$ cat config.mk
export PLATFORM = sky130hd
export DESIGN_NAME = peri_write_buffer
export DESIGN_NICKNAME = d
export VERILOG_FILES = /design/src/rtl/cpu_pkg.sv /design/src/rtl/wbuf_fifo.sv /design/src/rtl/peri_write_buffer.sv
export SDC_FILE = /design/constraint.sdc
export NUM_CORES = 1
export LEC_CHECK = 0
export ABC_AREA = 1
export CAP_MARGIN = 0
export CORE_AREA = 4 4 156 158
export DETAILED_ROUTE_END_ITERATION = 8
export DIE_AREA = 0 0 160 162
export SLEW_MARGIN = 15
export SYNTH_ARGS = -nofsm -noshare
export SYNTH_HDL_FRONTEND = slang
export SYNTH_SLANG_ARGS = --single-unit
$ cat constraint.sdc
create_clock -name clk -period 3 [get_ports clk]
set_input_delay 0.3 -clock clk [delete_from_list [all_inputs] [get_ports clk]]
set_output_delay 0.3 -clock clk [all_outputs]
set_load 0.02 [all_outputs]
$ cat src/rtl/cpu_pkg.sv
// Shared definitions for the peripheral write buffer: default widths and the
// issue-FSM state encoding.
package cpu_pkg;

    localparam int unsigned DEF_DEPTH   = 4;
    localparam int unsigned DEF_ADDR_W  = 16;
    localparam int unsigned DEF_DATA_W  = 16;
    localparam int unsigned DEF_TIMEOUT = 15;

    typedef enum logic {
        IDLE  = 1'b0,
        ISSUE = 1'b1
    } wb_state_e;

endpackage

$ cat src/rtl/wbuf_fifo.sv
// Circular FIFO of {addr, data} store entries for the peripheral write buffer.
// Ports:
//   clk, rst             - clock, asynchronous active-high reset
//   push, wr_addr/data   - append an entry at the tail
//   ovr                  - overwrite the data of the newest entry (coalesce)
//   pop                  - discard the head entry
//   head_addr/head_data  - oldest entry
//   tail_addr            - address of the newest entry
//   count                - occupied entries
//   ready                - registered !(count == DEPTH)
module wbuf_fifo
    import cpu_pkg::*;
#(
    parameter int unsigned DEPTH  = DEF_DEPTH,
    parameter int unsigned ADDR_W = DEF_ADDR_W,
    parameter int unsigned DATA_W = DEF_DATA_W
) (
    input  logic                         clk,
    input  logic                         rst,
    input  logic                         push,
    input  logic                         pop,
    input  logic                         ovr,
    input  logic [ADDR_W-1:0]            wr_addr,
    input  logic [DATA_W-1:0]            wr_data,
    output logic [ADDR_W-1:0]            head_addr,
    output logic [DATA_W-1:0]            head_data,
    output logic [ADDR_W-1:0]            tail_addr,
    output logic [$clog2(DEPTH+1)-1:0]   count,
    output logic                         ready
);

    localparam int unsigned PTR_W = $clog2(DEPTH);
    localparam int unsigned CNT_W = $clog2(DEPTH + 1);

    logic [ADDR_W-1:0] addr_mem [DEPTH];
    logic [DATA_W-1:0] data_mem [DEPTH];
    logic [PTR_W-1:0]  rd_ptr;
    logic [PTR_W-1:0]  wr_ptr;
    logic [PTR_W-1:0]  last_ptr_c;
    logic [CNT_W-1:0]  count_nxt_c;

    // Pointers are exactly PTR_W bits, so wrap modulo DEPTH is implicit.
    assign last_ptr_c = wr_ptr - PTR_W'(1);
    assign head_addr  = addr_mem[rd_ptr];
    assign head_data  = data_mem[rd_ptr];
    assign tail_addr  = addr_mem[last_ptr_c];

    // Next occupancy; a simultaneous push and pop leaves it unchanged.
    always_comb begin
        count_nxt_c = count;
        unique case ({push, pop})
            2'b10:   count_nxt_c = count + CNT_W'(1);
            2'b01:   count_nxt_c = count - CNT_W'(1);
            default: count_nxt_c = count;
        endcase
    end

    // Entry storage; contents are don't-care until written.
    always_ff @(posedge clk) begin
        if (push) begin
            addr_mem[wr_ptr] <= wr_addr;
            data_mem[wr_ptr] <= wr_data;
        end else if (ovr) begin
            data_mem[last_ptr_c] <= wr_data;
        end
    end

    // Pointer and occupancy state.
    always_ff @(posedge clk or posedge rst) begin
        if (rst) begin
            rd_ptr <= '0;
            wr_ptr <= '0;
            count  <= '0;
            ready  <= 1'b1;
        end else begin
            if (push) wr_ptr <= wr_ptr + PTR_W'(1);
            if (pop)  rd_ptr <= rd_ptr + PTR_W'(1);
            count <= count_nxt_c;
            ready <= (count_nxt_c != CNT_W'(DEPTH));
        end
    end

endmodule

$ cat src/rtl/peri_write_buffer.sv
// Posted write buffer between the core and a slow peripheral bus. Stores are
// queued in a circular FIFO (optionally merging same-address stores into the
// newest entry) and issued one at a time with an active-low strobe, waiting
// for peri_ack up to TIMEOUT cycles before dropping the write.
// Ports:
//   clk, rst                       - clock, asynchronous active-high reset
//   st_valid/st_addr/st_data       - store request from the core
//   st_ready                       - store accepted when high
//   peri_web/peri_addr/peri_datao  - registered peripheral write
//   peri_ack                       - peripheral accepted the current write
//   count, empty                   - occupancy, idle indication
//   timeout_err, err_clr           - sticky dropped-write flag and its clear
module peri_write_buffer
    import cpu_pkg::*;
#(
    parameter int unsigned DEPTH    = DEF_DEPTH,
    parameter int unsigned ADDR_W   = DEF_ADDR_W,
    parameter int unsigned DATA_W   = DEF_DATA_W,
    parameter int unsigned TIMEOUT  = DEF_TIMEOUT,
    parameter int unsigned COALESCE = 1
) (
    input  logic                         clk,
    input  logic                         rst,
    input  logic                         st_valid,
    input  logic [ADDR_W-1:0]            st_addr,
    input  logic [DATA_W-1:0]            st_data,
    output logic                         st_ready,
    output logic                         peri_web,
    output logic [ADDR_W-1:0]            peri_addr,
    output logic [DATA_W-1:0]            peri_datao,
    input  logic                         peri_ack,
    output logic [$clog2(DEPTH+1)-1:0]   count,
    output logic                         empty,
    output logic                         timeout_err,
    input  logic                         err_clr
);

    localparam int unsigned CNT_W  = $clog2(DEPTH + 1);
    localparam int unsigned WAIT_W = $clog2(TIMEOUT + 1);
    localparam logic [WAIT_W-1:0] WAIT_LAST = WAIT_W'(TIMEOUT - 1);
    localparam logic [CNT_W-1:0]  CNT_ONE   = CNT_W'(1);

    wb_state_e         state;
    logic              avail_q;
    logic [WAIT_W-1:0] wait_cnt;
    logic [ADDR_W-1:0] head_addr;
    logic [DATA_W-1:0] head_data;
    logic [ADDR_W-1:0] tail_addr;
    logic              fifo_ready;
    logic              accept_c;
    logic              newest_busy_c;
    logic              merge_c;
    logic              push_c;
    logic              launch_c;
    logic              pop_c;
    logic              drop_c;

    assign st_ready = fifo_ready;
    assign accept_c = st_valid && fifo_ready;

    // The single entry is busy while issuing or while being launched this
    // cycle; merging then would change data that the strobe has already taken.
    assign newest_busy_c = (count == CNT_ONE) && ((state == ISSUE) || avail_q);
    assign merge_c  = (COALESCE != 0) && accept_c && (count != '0)
                      && (tail_addr == st_addr) && !newest_busy_c;
    assign push_c   = accept_c && !merge_c;
    assign launch_c = (state == IDLE) && avail_q;
    assign pop_c    = (state == ISSUE) && (peri_ack || (wait_cnt == WAIT_LAST));
    assign drop_c   = (state == ISSUE) && !peri_ack && (wait_cnt == WAIT_LAST);

    wbuf_fifo #(
        .DEPTH  (DEPTH),
        .ADDR_W (ADDR_W),
        .DATA_W (DATA_W)
    ) u_fifo (
        .clk       (clk),
        .rst       (rst),
        .push      (push_c),
        .pop       (pop_c),
        .ovr       (merge_c),
        .wr_addr   (st_addr),
        .wr_data   (st_data),
        .head_addr (head_addr),
        .head_data (head_data),
        .tail_addr (tail_addr),
        .count     (count),
        .ready     (fifo_ready)
    );

    // Issue FSM, ack-wait counter and status flags.
    always_ff @(posedge clk or posedge rst) begin
        if (rst) begin
            state       <= IDLE;
            avail_q     <= 1'b0;
            wait_cnt    <= '0;
            peri_web    <= 1'b1;
            peri_addr   <= '0;
            peri_datao  <= '0;
            timeout_err <= 1'b0;
            empty       <= 1'b1;
        end else begin
            // Registered view of "entries remain", discounting this cycle's
            // pop: delays the first launch by one cycle yet lets back-to-back
            // writes issue every second cycle.
            avail_q <= pop_c ? (count > CNT_ONE) : (count != '0);
            empty   <= (count == '0) && (state == IDLE);

            if (drop_c) begin
                timeout_err <= 1'b1;
            end else if (err_clr) begin
                timeout_err <= 1'b0;
            end

            case (state)
                IDLE: begin
                    if (launch_c) begin
                        state      <= ISSUE;
                        peri_web   <= 1'b0;
                        peri_addr  <= head_addr;
                        peri_datao <= head_data;
                        wait_cnt   <= '0;
                    end
                end
                ISSUE: begin
                    if (pop_c) begin
                        state    <= IDLE;
                        peri_web <= 1'b1;
                        wait_cnt <= '0;
                    end else begin
                        wait_cnt <= wait_cnt + WAIT_W'(1);
                    end
                end
                default: begin
                    state    <= IDLE;
                    peri_web <= 1'b1;
                end
            endcase
        end
    end

endmodule

# After elaboration in Yosys (flattened, before gate mapping)
# Memory sizes are Yosys's and may differ from the RTL's. A register that Yosys moved wholly into a read port is not among the register bits.
# Cells that the tools add are included.
dict set report word_totals {
  ff_bits 17
  ramBits 128
  in_bits 37
  wordCells 71
  mem_count 2
}
# name depth width rd rd_ports_with_merged_regs write_ports line
set mem_list {}
lappend mem_list {u_fifo.addr_mem 4 16 2 1 1 wbuf_fifo.sv:35} ;# logic [ADDR_W-1:0] addr_mem [DEPTH];
lappend mem_list {u_fifo.data_mem 4 16 1 1 1 wbuf_fifo.sv:36} ;# logic [DATA_W-1:0] data_mem [DEPTH];
dict set report op_classes {
  addsub 6
  magnitude_cmp 1
  eq_ne 8
  mux 21
  bitwise_logic 1
  n_reduce_logical 22
}
# op count
set op_table {}
lappend op_table {{16-bit == test} 1}
lappend op_table {{16-bit two-way mux} 1}
lappend op_table {{16-bit OR reduction} 1}
lappend op_table {{1-bit two-way mux} 13}
lappend op_table {{1-bit logical AND} 11}
lappend op_table {{4-bit two-way mux} 2}
lappend op_table {{4-bit case mux with 2 select lines} 1}
lappend op_table {{3-bit case mux with 2 select lines} 1}
lappend op_table {{2-bit by 1-bit adder with 2-bit output (second input constant)} 2}
lappend op_table {{4-bit by 1-bit adder with 4-bit output (second input constant)} 1}
lappend op_table {{4-bit == test (second input constant)} 1}
lappend op_table {{1-bit case mux with 2 select lines} 2}
lappend op_table {{2-bit AND reduction} 2}
lappend op_table {{3-bit by 1-bit adder with 3-bit output (second input constant)} 1}
lappend op_table {{3-bit by 1-bit == test with 1-bit output (second input constant)} 1}
lappend op_table {{3-bit by 1-bit greater-than comparator with 1-bit output (second input constant)} 1}
lappend op_table {{1-bit logical NOT} 3}
lappend op_table {{3-bit logical NOT} 1}
lappend op_table {{3-bit inequality test (second input constant)} 1}
lappend op_table {{3-bit nonzero test} 1}
lappend op_table {{3-bit by 1-bit subtractor with 3-bit output (second input constant)} 1}
lappend op_table {{2-bit by 1-bit == test with 1-bit output (second input constant)} 1}
lappend op_table {{2-bit == test (second input constant)} 1}
lappend op_table {{1-bit logical OR} 2}
lappend op_table {{6 further kinds} 6}

# Depth between registers and ports, before layout
# Gate-level depths: netlist (run 1).
# An unclocked memory read counts as a cell.
dict set report depth {
  ltp_word 11
  depth_mapped 24
}

# Cells and area by module
# Synthesis (run 1) repeated with hierarchy kept, for this count alone.
dict set report unflattened {
  cells_unflattened 746
  area_unflattened_um2 7751.2
}
# mod n_inst cells_per_inst area_per_inst_um2 seq_area_each_um2
set modules_own_cells {}
lappend modules_own_cells {wbuf_fifo 1 483 5783.0 4045.1}
lappend modules_own_cells {peri_write_buffer 1 263 1968.1 1028.5}

# Worst setup path after synthesis (run 1)
# No wires, ideal clock.
dict set report synth_path {
  kind {register -> register}
  start {register u_fifo.wr_ptr[0]}
  end {memory u_fifo.data_mem[1][0] (netlist bit) (enable)}
  setup_ns 0.388
  arrival_time_ns 2.830
  required_time_ns 2.612
  path_slack_ns -0.218
  stages_incl_launch_ff 17
  n_path_buf 4
  synth_period_minus_slack_ns 3.218
  cell_sequence {dfrtp_1 > buf_6 > inv_6 > buf_6 > ha_1 > buf_6 > inv_4 > buf_6 > nand3_1 > nand2_2 > xor2_1 > nand2_1 > nor2_2 > nand3_2 > nand2_1 > nand2_2 > nor2_1}
}
dict set report synth_via {
  elab_chain_cells 11
  word_cells_on_any_way 15
}
# element line
set synth_rtl {}
lappend synth_rtl {{start, declared} wbuf_fifo.sv:38} ;# logic [PTR_W-1:0] wr_ptr;
lappend synth_rtl {{start signal, assigned} wbuf_fifo.sv:76} ;# if (push) wr_ptr <= wr_ptr + PTR_W'(1);
lappend synth_rtl {{2-bit by 1-bit subtractor with 2-bit output (*)} wbuf_fifo.sv:43} ;# assign last_ptr_c = wr_ptr - PTR_W'(1);
lappend synth_rtl {{via u_fifo.last_ptr_c[0]} wbuf_fifo.sv:39} ;# logic [PTR_W-1:0] last_ptr_c;
lappend synth_rtl {{memory 4 x 16 bit} -}
lappend synth_rtl {{16-bit == test} peri_write_buffer.sv:65} ;# && (tail_addr == st_addr) && !newest_busy_c;
lappend synth_rtl {{1-bit logical AND (2 in series)} peri_write_buffer.sv:65}
lappend synth_rtl {{1-bit logical NOT} peri_write_buffer.sv:66} ;# assign push_c = accept_c && !merge_c;
lappend synth_rtl {{1-bit logical AND} peri_write_buffer.sv:66}
lappend synth_rtl {{1-bit two-way mux} wbuf_fifo.sv:60} ;# if (push) begin
lappend synth_rtl {{1-bit two-way mux (implied by the code)} wbuf_fifo.sv:64} ;# data_mem[last_ptr_c] <= wr_data;
lappend synth_rtl {{16-bit OR reduction (no source line)} -}
lappend synth_rtl {{2-bit two-way mux (no source line) / 1-bit two-way mux (equally long branches)} -}
lappend synth_rtl {{end, declared} wbuf_fifo.sv:36}
# The timed path passes the listed nets; every way through them passes the cells marked *.

# Final worst setup path (run 1)
dict set report layout_path {
  start {register u_fifo.wr_ptr[1]}
  end {register u_fifo.ready}
}
dict set report layout_via {
  elab_chain_cells 10
  word_cells_on_any_way 11
}
# element line
set layout_rtl {}
lappend layout_rtl {{2-bit by 1-bit subtractor with 2-bit output (*)} wbuf_fifo.sv:43}
lappend layout_rtl {{memory 4 x 16 bit (*)} -}
lappend layout_rtl {{16-bit == test (*)} peri_write_buffer.sv:65}
lappend layout_rtl {{1-bit logical AND (*) (2 in series)} peri_write_buffer.sv:65}
lappend layout_rtl {{1-bit logical NOT (*)} peri_write_buffer.sv:66}
lappend layout_rtl {{1-bit logical AND (*)} peri_write_buffer.sv:66}
lappend layout_rtl {{via push_c} peri_write_buffer.sv:53} ;# logic push_c;
lappend layout_rtl {{2-bit by 1-bit == test with 1-bit output / 2-bit == test (equally long branches)} wbuf_fifo.sv:51} ;# unique case ({push, pop})
lappend layout_rtl {{3-bit case mux with 2 select lines (*)} wbuf_fifo.sv:51}
lappend layout_rtl {{via u_fifo.count_nxt_c[1]} wbuf_fifo.sv:40} ;# logic [CNT_W-1:0] count_nxt_c;
lappend layout_rtl {{3-bit inequality test (*)} wbuf_fifo.sv:79} ;# ready <= (count_nxt_c != CNT_W'(DEPTH));
lappend layout_rtl {{end signal, assigned} wbuf_fifo.sv:79}
lappend layout_rtl {{end, declared} wbuf_fifo.sv:29} ;# output logic ready
# Marks and branches as above.
# A chain may end at the register's enable or synchronous reset.

==> results.sh, run 1 <==
export IMPL_crit_chain="inv_1 > ha_2 > buf_4 > nand3_1 > nand3b_1 > nand2_1 > nor2_1 > nand2_1 > nor2_2 > nand3_2 > nand2_4 > inv_1 > ha_1 > inv_1 > nand2_1 > o211ai_1 > o21ai_0 > nor2_1 > nand2_1"
export IMPL_yosys_register_bits=177
export IMPL_drc=0
export IMPL_place_hpwl_um=12600
export IMPL_grt_pass1_wl_um=30900
export IMPL_postLayoutCoreUtil_pct=42.0
export IMPL_relSlewSlack_pct=48.1
export IMPL_multi_input_area_um2=2530
export IMPL_post_synth_top_area_cell="edfxtp_1"
export IMPL_grtUsageMet1_pct=20.2
export IMPL_syn2layout_area_growth_pct=22.7
export IMPL_layout_commonest_cell="nor2_1"
export IMPL_yosysTopAreaCellShare_pct=48.6
export IMPL_pwr_share_clk_pct=19.9
export IMPL_fillers=2234
export IMPL_crit_path_end_kind="flop"
export IMPL_swShare_pct=41.2
export IMPL_ctsHoldBuffers=0
export IMPL_hold_path_class="in -> async"
export IMPL_crit_required_ns=3.35
export IMPL_placed_area_um2=9110
export IMPL_grtUsageMet3_pct=3.15
export IMPL_rows=56
export IMPL_skew_ns=0.0103
export IMPL_layout_common_cells="nor2_1, nand2_1, edfxtp_1"
export IMPL_vias=5715
export IMPL_via_per_inst=4.91
export IMPL_ir_drop_v=0.000444
export IMPL_p_leak_nw=3.70
export IMPL_period_share_pct=89.5
export IMPL_cp_data_arrival_time_ns=3.04
export IMPL_grt_overflow=0
export IMPL_clock_sinks=177
export IMPL_crit_top_cell="nand2_1"
export IMPL_syn_nets=827
export IMPL_cts_htree_levels=4
export IMPL_cts_root_buf="clkbuf_16"
export IMPL_drt_total_wl_um=19300
export IMPL_io_buffers=75
export IMPL_grt_usage_pct=15.3
export IMPL_seq_area_frac_synth_pct=64.2
export IMPL_n_antenna_cell=0
export IMPL_seqPwrFrac_pct=34.8
export IMPL_fin_cells=1163
export IMPL_drtPass1Iterations=5
export IMPL_final_hold_viol_count=0
export IMPL_fin_area_um2=9700
export IMPL_placeableCoreArea_um2=23100
export IMPL_start_util_pct=34.2
export IMPL_setup_viol=0
export IMPL_power_mw=10.6
export IMPL_clk_pin_slew_worst_paths_ns=0.07
export IMPL_antenna_found_initial=0
export IMPL_dieHeight_um=162
export IMPL_cp_max_fo=9
export IMPL_outcome="complete, no violations"
export IMPL_wire_per_inst_um=16.6
export IMPL_place_gp_congestion=0.869
export IMPL_drt_antenna_violating_nets=0
export IMPL_yosysUniqueCellTypes=34
export IMPL_drt_iter0_markers=434
export IMPL_grt_busiest_layer="met2"
export IMPL_tightest_slew_ns=0.777
export IMPL_dieArea_um2=25900
export IMPL_num_io_pins=76
export IMPL_finalCriticalPeriod_ns=2.69
export IMPL_synthTopCellsByArea="edfxtp_1, dfrtp_1, nor2_1"
export IMPL_cts_max_path_buffers=2
export IMPL_report_final_slew_viol_count=0
export IMPL_power_internal_mw=6.25
export IMPL_synth_cells=777
export IMPL_hold_ws_ns=0.258
export IMPL_critPathMaxStageDelay_ns=0.38
export IMPL_regArea_um2=5070
export IMPL_slowest_stage="dfrtp_1"
export IMPL_avgSynthCellArea_um2=10.2
export IMPL_worstSetupPathType="reg -> reg"
export IMPL_die_x_um=160
export IMPL_grt_start_max_net_pins=66
export IMPL_syn_area_um2=7910
export IMPL_p_per_area_nw_per_um2=1100
export IMPL_grt_pass1_vias=5621
export IMPL_gr_usage_met2_pct=25.5
export IMPL_combPwrFrac_pct=45.3
export IMPL_ys_warn_count=0
export IMPL_cts_buffers=17
export IMPL_rsz0062_at_grt="false"
export IMPL_crit_path_start_kind="flop"
export IMPL_drive_gt1_share_pct=9.97
export IMPL_cts_tree="yes"
export IMPL_drv_cap=0
export IMPL_dp_cells=1129
export IMPL_clkLatencyLatePin_ns=0.43
export IMPL_max_freq_ghz=0.372
export IMPL_p_switching_mw=4.38
export IMPL_final_nets=910
==> cell families (layout without fill, tap and decap cells) <==
family	after synthesis	in the layout	synth area share, %
buf+inv	70	166	4.19
fa+ha+maj	13	13	2.06
simple gates	397	397	20.7
compound gates	112	112	7.80
flops	177	177	64.2
xor+xnor	8	8	1.08
==> per-layer routing <==
metal  wire (µm)  vias to the layer above
li1            -                     2807
met1        8660                     2756
met2        9400                      136
met3         981                       16
met4         282                        0
met5           0                        -
==> final cells by class <==
class                           instances  area share (%)
Clock inverter                         14            1.30
Multi-Input combinational cell        530            26.1
Timing Repair Buffer                  102            10.7
Inverter                               32            1.34
Tap cell                              290            3.74
Sequential cell                       177            52.3
Clock buffer                           18            4.53
==> synth_stat cells <==
master / n
o211ai_1: 3
o21ai_0: 70
buf_4: 2
nand2_1: 136
nand3_2: 2
nor2_2: 3
nand3b_1: 13
buf_1: 6
edfxtp_1: 128
inv_6: 1
ha_1: 13
buf_2: 1
nand4_1: 4
nand2_2: 5
nand3_1: 37
dfrtp_1: 46
nor3_1: 1
dfstp_2: 3
a21oi_1: 1
and2_1: 1
o21ai_1: 1
inv_4: 1
nor2_1: 194
nand2_4: 1
o2bb2ai_1: 1
a31oi_1: 33
xor2_1: 3
buf_6: 7
inv_2: 1
inv_1: 29
xnor2_1: 3
o22ai_1: 3
xor2_2: 2
clkbuf_1: 22
==> power groups by stage <==
| stage | sequential, mW | clock (mW) | combinational [mW] |
|---|---|---|---|
| after floorplan | 3.97 | 0 | 2.93 |
| after global placement | 3.75 | 0 | 4.78 |
| after detailed placement | 3.75 | 0 | 4.85 |
| after CTS | 3.71 | 2.17 | 4.86 |
| after global routing | 3.77 | 2.27 | 5.42 |
| final | 3.70 | 2.12 | 4.82 |
==> sequential cells by signal, summed over array words and instances (netlist names) <==
| register | cells |
|---|---|
| peri_datao | 16 |
| u_fifo.addr_mem | 64 |
| u_fifo.count | 3 |
| u_fifo.data_mem | 64 |
| u_fifo.wr_ptr | 2 |
| empty | 1 |
| peri_addr | 16 |
| avail_q | 1 |
| u_fifo.ready | 1 |
| state | 1 |
| u_fifo.rd_ptr | 2 |
| wait_cnt | 4 |
| timeout_err | 1 |
| peri_web | 1 |
==> timing repair <==
| item | in CTS | in global routing |
|---|---|---|
| resized for setup | 0 | 3 |
| setup buffers | 0 | 2 |
| endpoints found under the setup margin | 0 | 6 |
==> stage by stage <==
step / TNS [ns] / worst slack (ns)
6_report: 0 / 0.314
5_1_grt: 0 / 0.00214
4_1_cts: 0 / 0.234
3_5_place_dp: 0 / 0.127
3_3_place_gp: 0 / 0.0702
2_1_floorplan: -13.41 / -0.218
==> critical path, delay by kind of cell, from the launching register on <==
kind | cells | cell delay [ns]
adder cells (fa/ha/maj) | 2 | 0.58
AND/OR/NAND/NOR | 11 | 1.06
buffers and inverters | 4 | 0.40
AO/OA/AOI/OAI | 2 | 0.19
flip-flops | 1 | 0.38
==> worst paths after layout <==
| path | from | end | slack (ns) | cells past startpoint |
|---|---|---|---|---|
| max | u_fifo.wr_ptr[1]$_DFFE_PP0P_ | u_fifo.ready$_DFF_PP1_ | 0.31 | 19 |
| min | rst | peri_addr[10]$_DFFE_PP0P_ | 0.26 | 2 |
| max reg2reg | u_fifo.wr_ptr[1]$_DFFE_PP0P_ | u_fifo.ready$_DFF_PP1_ | 0.31 | 19 |
| min reg2reg | peri_web$_DFFE_PP1P_ | peri_web$_DFFE_PP1P_ | 0.51 | 2 |
| max in group asynchronous | rst | u_fifo.ready$_DFF_PP1_ | 2.12 | 3 |
| min in group clk | err_clr | timeout_err$_DFFE_PP0P_ | 0.46 | 2 |
Power figures use the tool's default switching activity.
==> inputs of run 2 (changes only) <==
CORE_AREA = 2 2 154 156   (was 4 4 156 158)
DIE_AREA = 0 0 156 158   (was 0 0 160 162)
==> results.sh, run 2 (same netlist as run 1, synthesis figures left out) <==
export IMPL_place_hpwl_um=12100
export IMPL_crit_chain="inv_1 > ha_4 > buf_4 > nand3_1 > nand2_1 > nand2_1 > nand2_1 > nor2_1 > nand2_1 > nor2_2 > nand3_2 > nand2_4 > inv_1 > ha_1 > inv_1 > nand2_1 > o211ai_1 > o21ai_0 > nor2_1 > nand2_1"
export IMPL_layout_common_cells="nor2_1, nand2_1, edfxtp_1"
export IMPL_placeableCoreArea_um2=23100
export IMPL_slowest_stage="dfrtp_1"
export IMPL_relSlewSlack_pct=49.8
export IMPL_cp_max_fo=6
export IMPL_skew_ns=0.0166
export IMPL_reg2reg_from="u_fifo.wr_ptr[1]$_DFFE_PP0P_"
export IMPL_r2r_slack_ns=0.29
export IMPL_worstSetupPathType="reg -> reg"
export IMPL_ctsHoldBuffers=0
export IMPL_final_hold_viol_count=0
export IMPL_cp_data_arrival_time_ns=3.06
export IMPL_clock_sinks=177
export IMPL_cts_root_buf="clkbuf_16"
export IMPL_report_final_slew_viol_count=0
export IMPL_grt_usage_pct=16.2
export IMPL_critical_path_buf_inv_count=4
export IMPL_dieHeight_um=158
export IMPL_setup_slack_ns=0.294
export IMPL_cts_max_path_buffers=2
export IMPL_clkLatencyLatePin_ns=0.44
export IMPL_tightest_slew_ns=0.753
export IMPL_antenna_found_initial=0
export IMPL_cts_buffers=17
export IMPL_start_util_pct=34.3
export IMPL_rsz0062_at_grt="false"
export IMPL_num_io_pins=76
export IMPL_cts_htree_levels=4
export IMPL_ir_drop_v=0.000525
export IMPL_dieArea_um2=24600
export IMPL_cts_tree="yes"
export IMPL_grt_overflow=0
export IMPL_rows=56
export IMPL_critPathCapture="u_fifo.ready$_DFF_PP1_"
export IMPL_final_nets=909
export IMPL_drv_cap=0
export IMPL_max_freq_ghz=0.369
export IMPL_crit_path_start="u_fifo.wr_ptr[1]$_DFFE_PP0P_"
export IMPL_io_buffers=75
export IMPL_reg2reg_depth=20
export IMPL_vias=5706
export IMPL_grt_start_max_net_pins=66
export IMPL_finalCriticalPeriod_ns=2.71
export IMPL_hold_ws_ns=0.390
export IMPL_top_regs="u_fifo.addr_mem (64), u_fifo.data_mem (64)"
export IMPL_wire_per_inst_um=16.3
export IMPL_grt_pass1_wl_um=30100
export IMPL_setup_viol=0
export IMPL_crit_required_ns=3.36
export IMPL_r2r_end="u_fifo.ready$_DFF_PP1_"
export IMPL_postLayoutCoreUtil_pct=42.0
export IMPL_period_share_pct=90.2
export IMPL_pre_cts_ws_ns=-0.0250
export IMPL_via_per_inst=4.91
export IMPL_critPathMaxStageDelay_ns=0.40
export IMPL_p_per_area_nw_per_um2=1110
export IMPL_place_gp_congestion=0.867
export IMPL_outcome="complete, no violations"
export IMPL_drc=0
export IMPL_crit_path_start_kind="flop"
export IMPL_power_mw=10.7
export IMPL_clk_pin_slew_worst_paths_ns=0.07
export IMPL_layout_commonest_cell="nor2_1"
export IMPL_crit_path_end_kind="flop"
export IMPL_finalSetupTns_ns=0
export IMPL_cp_depth=20
export IMPL_drtPass1Iterations=5
export IMPL_crit_family="simple AND/OR/NAND/NOR gates"
export IMPL_drt_iter0_markers=323
export IMPL_drive_gt1_share_pct=9.75
export IMPL_crit_top_cell="nand2_1"
export IMPL_p_leak_nw=3.71
export IMPL_n_antenna_cell=0
export IMPL_grt_pass1_vias=5566
export IMPL_die_x_um=156
export IMPL_drt_antenna_violating_nets=0
export IMPL_hold_path_class="in -> async"
export IMPL_drt_total_wl_um=19000
export IMPL_syn2layout_area_growth_pct=22.6
## run 2: cell type report
type	instances	area [µm²]
fill	2184	13400
sequential	177	5070
multi-input combinational	530	2540
timing repair buffer	101	1000
clock buffer	18	429
tap	290	363
clock inverter	14	155
inverter	32	130
## run 2: through the flow
stage / std cells / area (µm²)
finish: 1162 / 9690
floorplan: 777 / 7910
CTS: 1159 / 9640
global route: 1162 / 9690
detailed placement: 1127 / 9060
global placement: 1127 / 9060
## run 2: how the worst min path moves through the flow
stage,depth (start not counted),end,slack (ns)
floorplan,0,u_fifo.addr_mem[0][0]$_DFFE_PP_,0.40
global route,2,timeout_err$_DFFE_PP0P_,0.44
finish,3,peri_datao[5]$_DFFE_PP0P_,0.39
CTS,3,peri_datao[5]$_DFFE_PP0P_,0.42
detailed placement,2,peri_web$_DFFE_PP1P_,0.50
global placement,2,peri_web$_DFFE_PP1P_,0.49
## run 2: per-layer routing
metal | up-vias | global-route usage [%] | part of all wire [%]
met5 | - | 0 | 0
met4 | 0 | 6.12 | 2.4
met3 | 27 | 3.67 | 4.0
met2 | 125 | 26.9 | 48
met1 | 2747 | 20.7 | 46
li1 | 2807 | - | -
## run 2: repair_timing
item	CTS	global route
gates resized for setup	0	6
endpoints found under the setup margin	0	53
setup buffers	0	3
## run 2: power breakdown
| part | switching [mW] | leakage (nW) | total, mW | internal (mW) |
|---|---|---|---|---|
| registers | 0.319 | 1.73 | 3.69 | 3.37 |
| clock network | 1.04 | 0.291 | 2.23 | 1.19 |
| logic | 3.05 | 1.68 | 4.82 | 1.76 |
## run 2: worst min-delay path: cells and delay by family
family	cells	cell delay [ns]
buf+inv	3	1.02
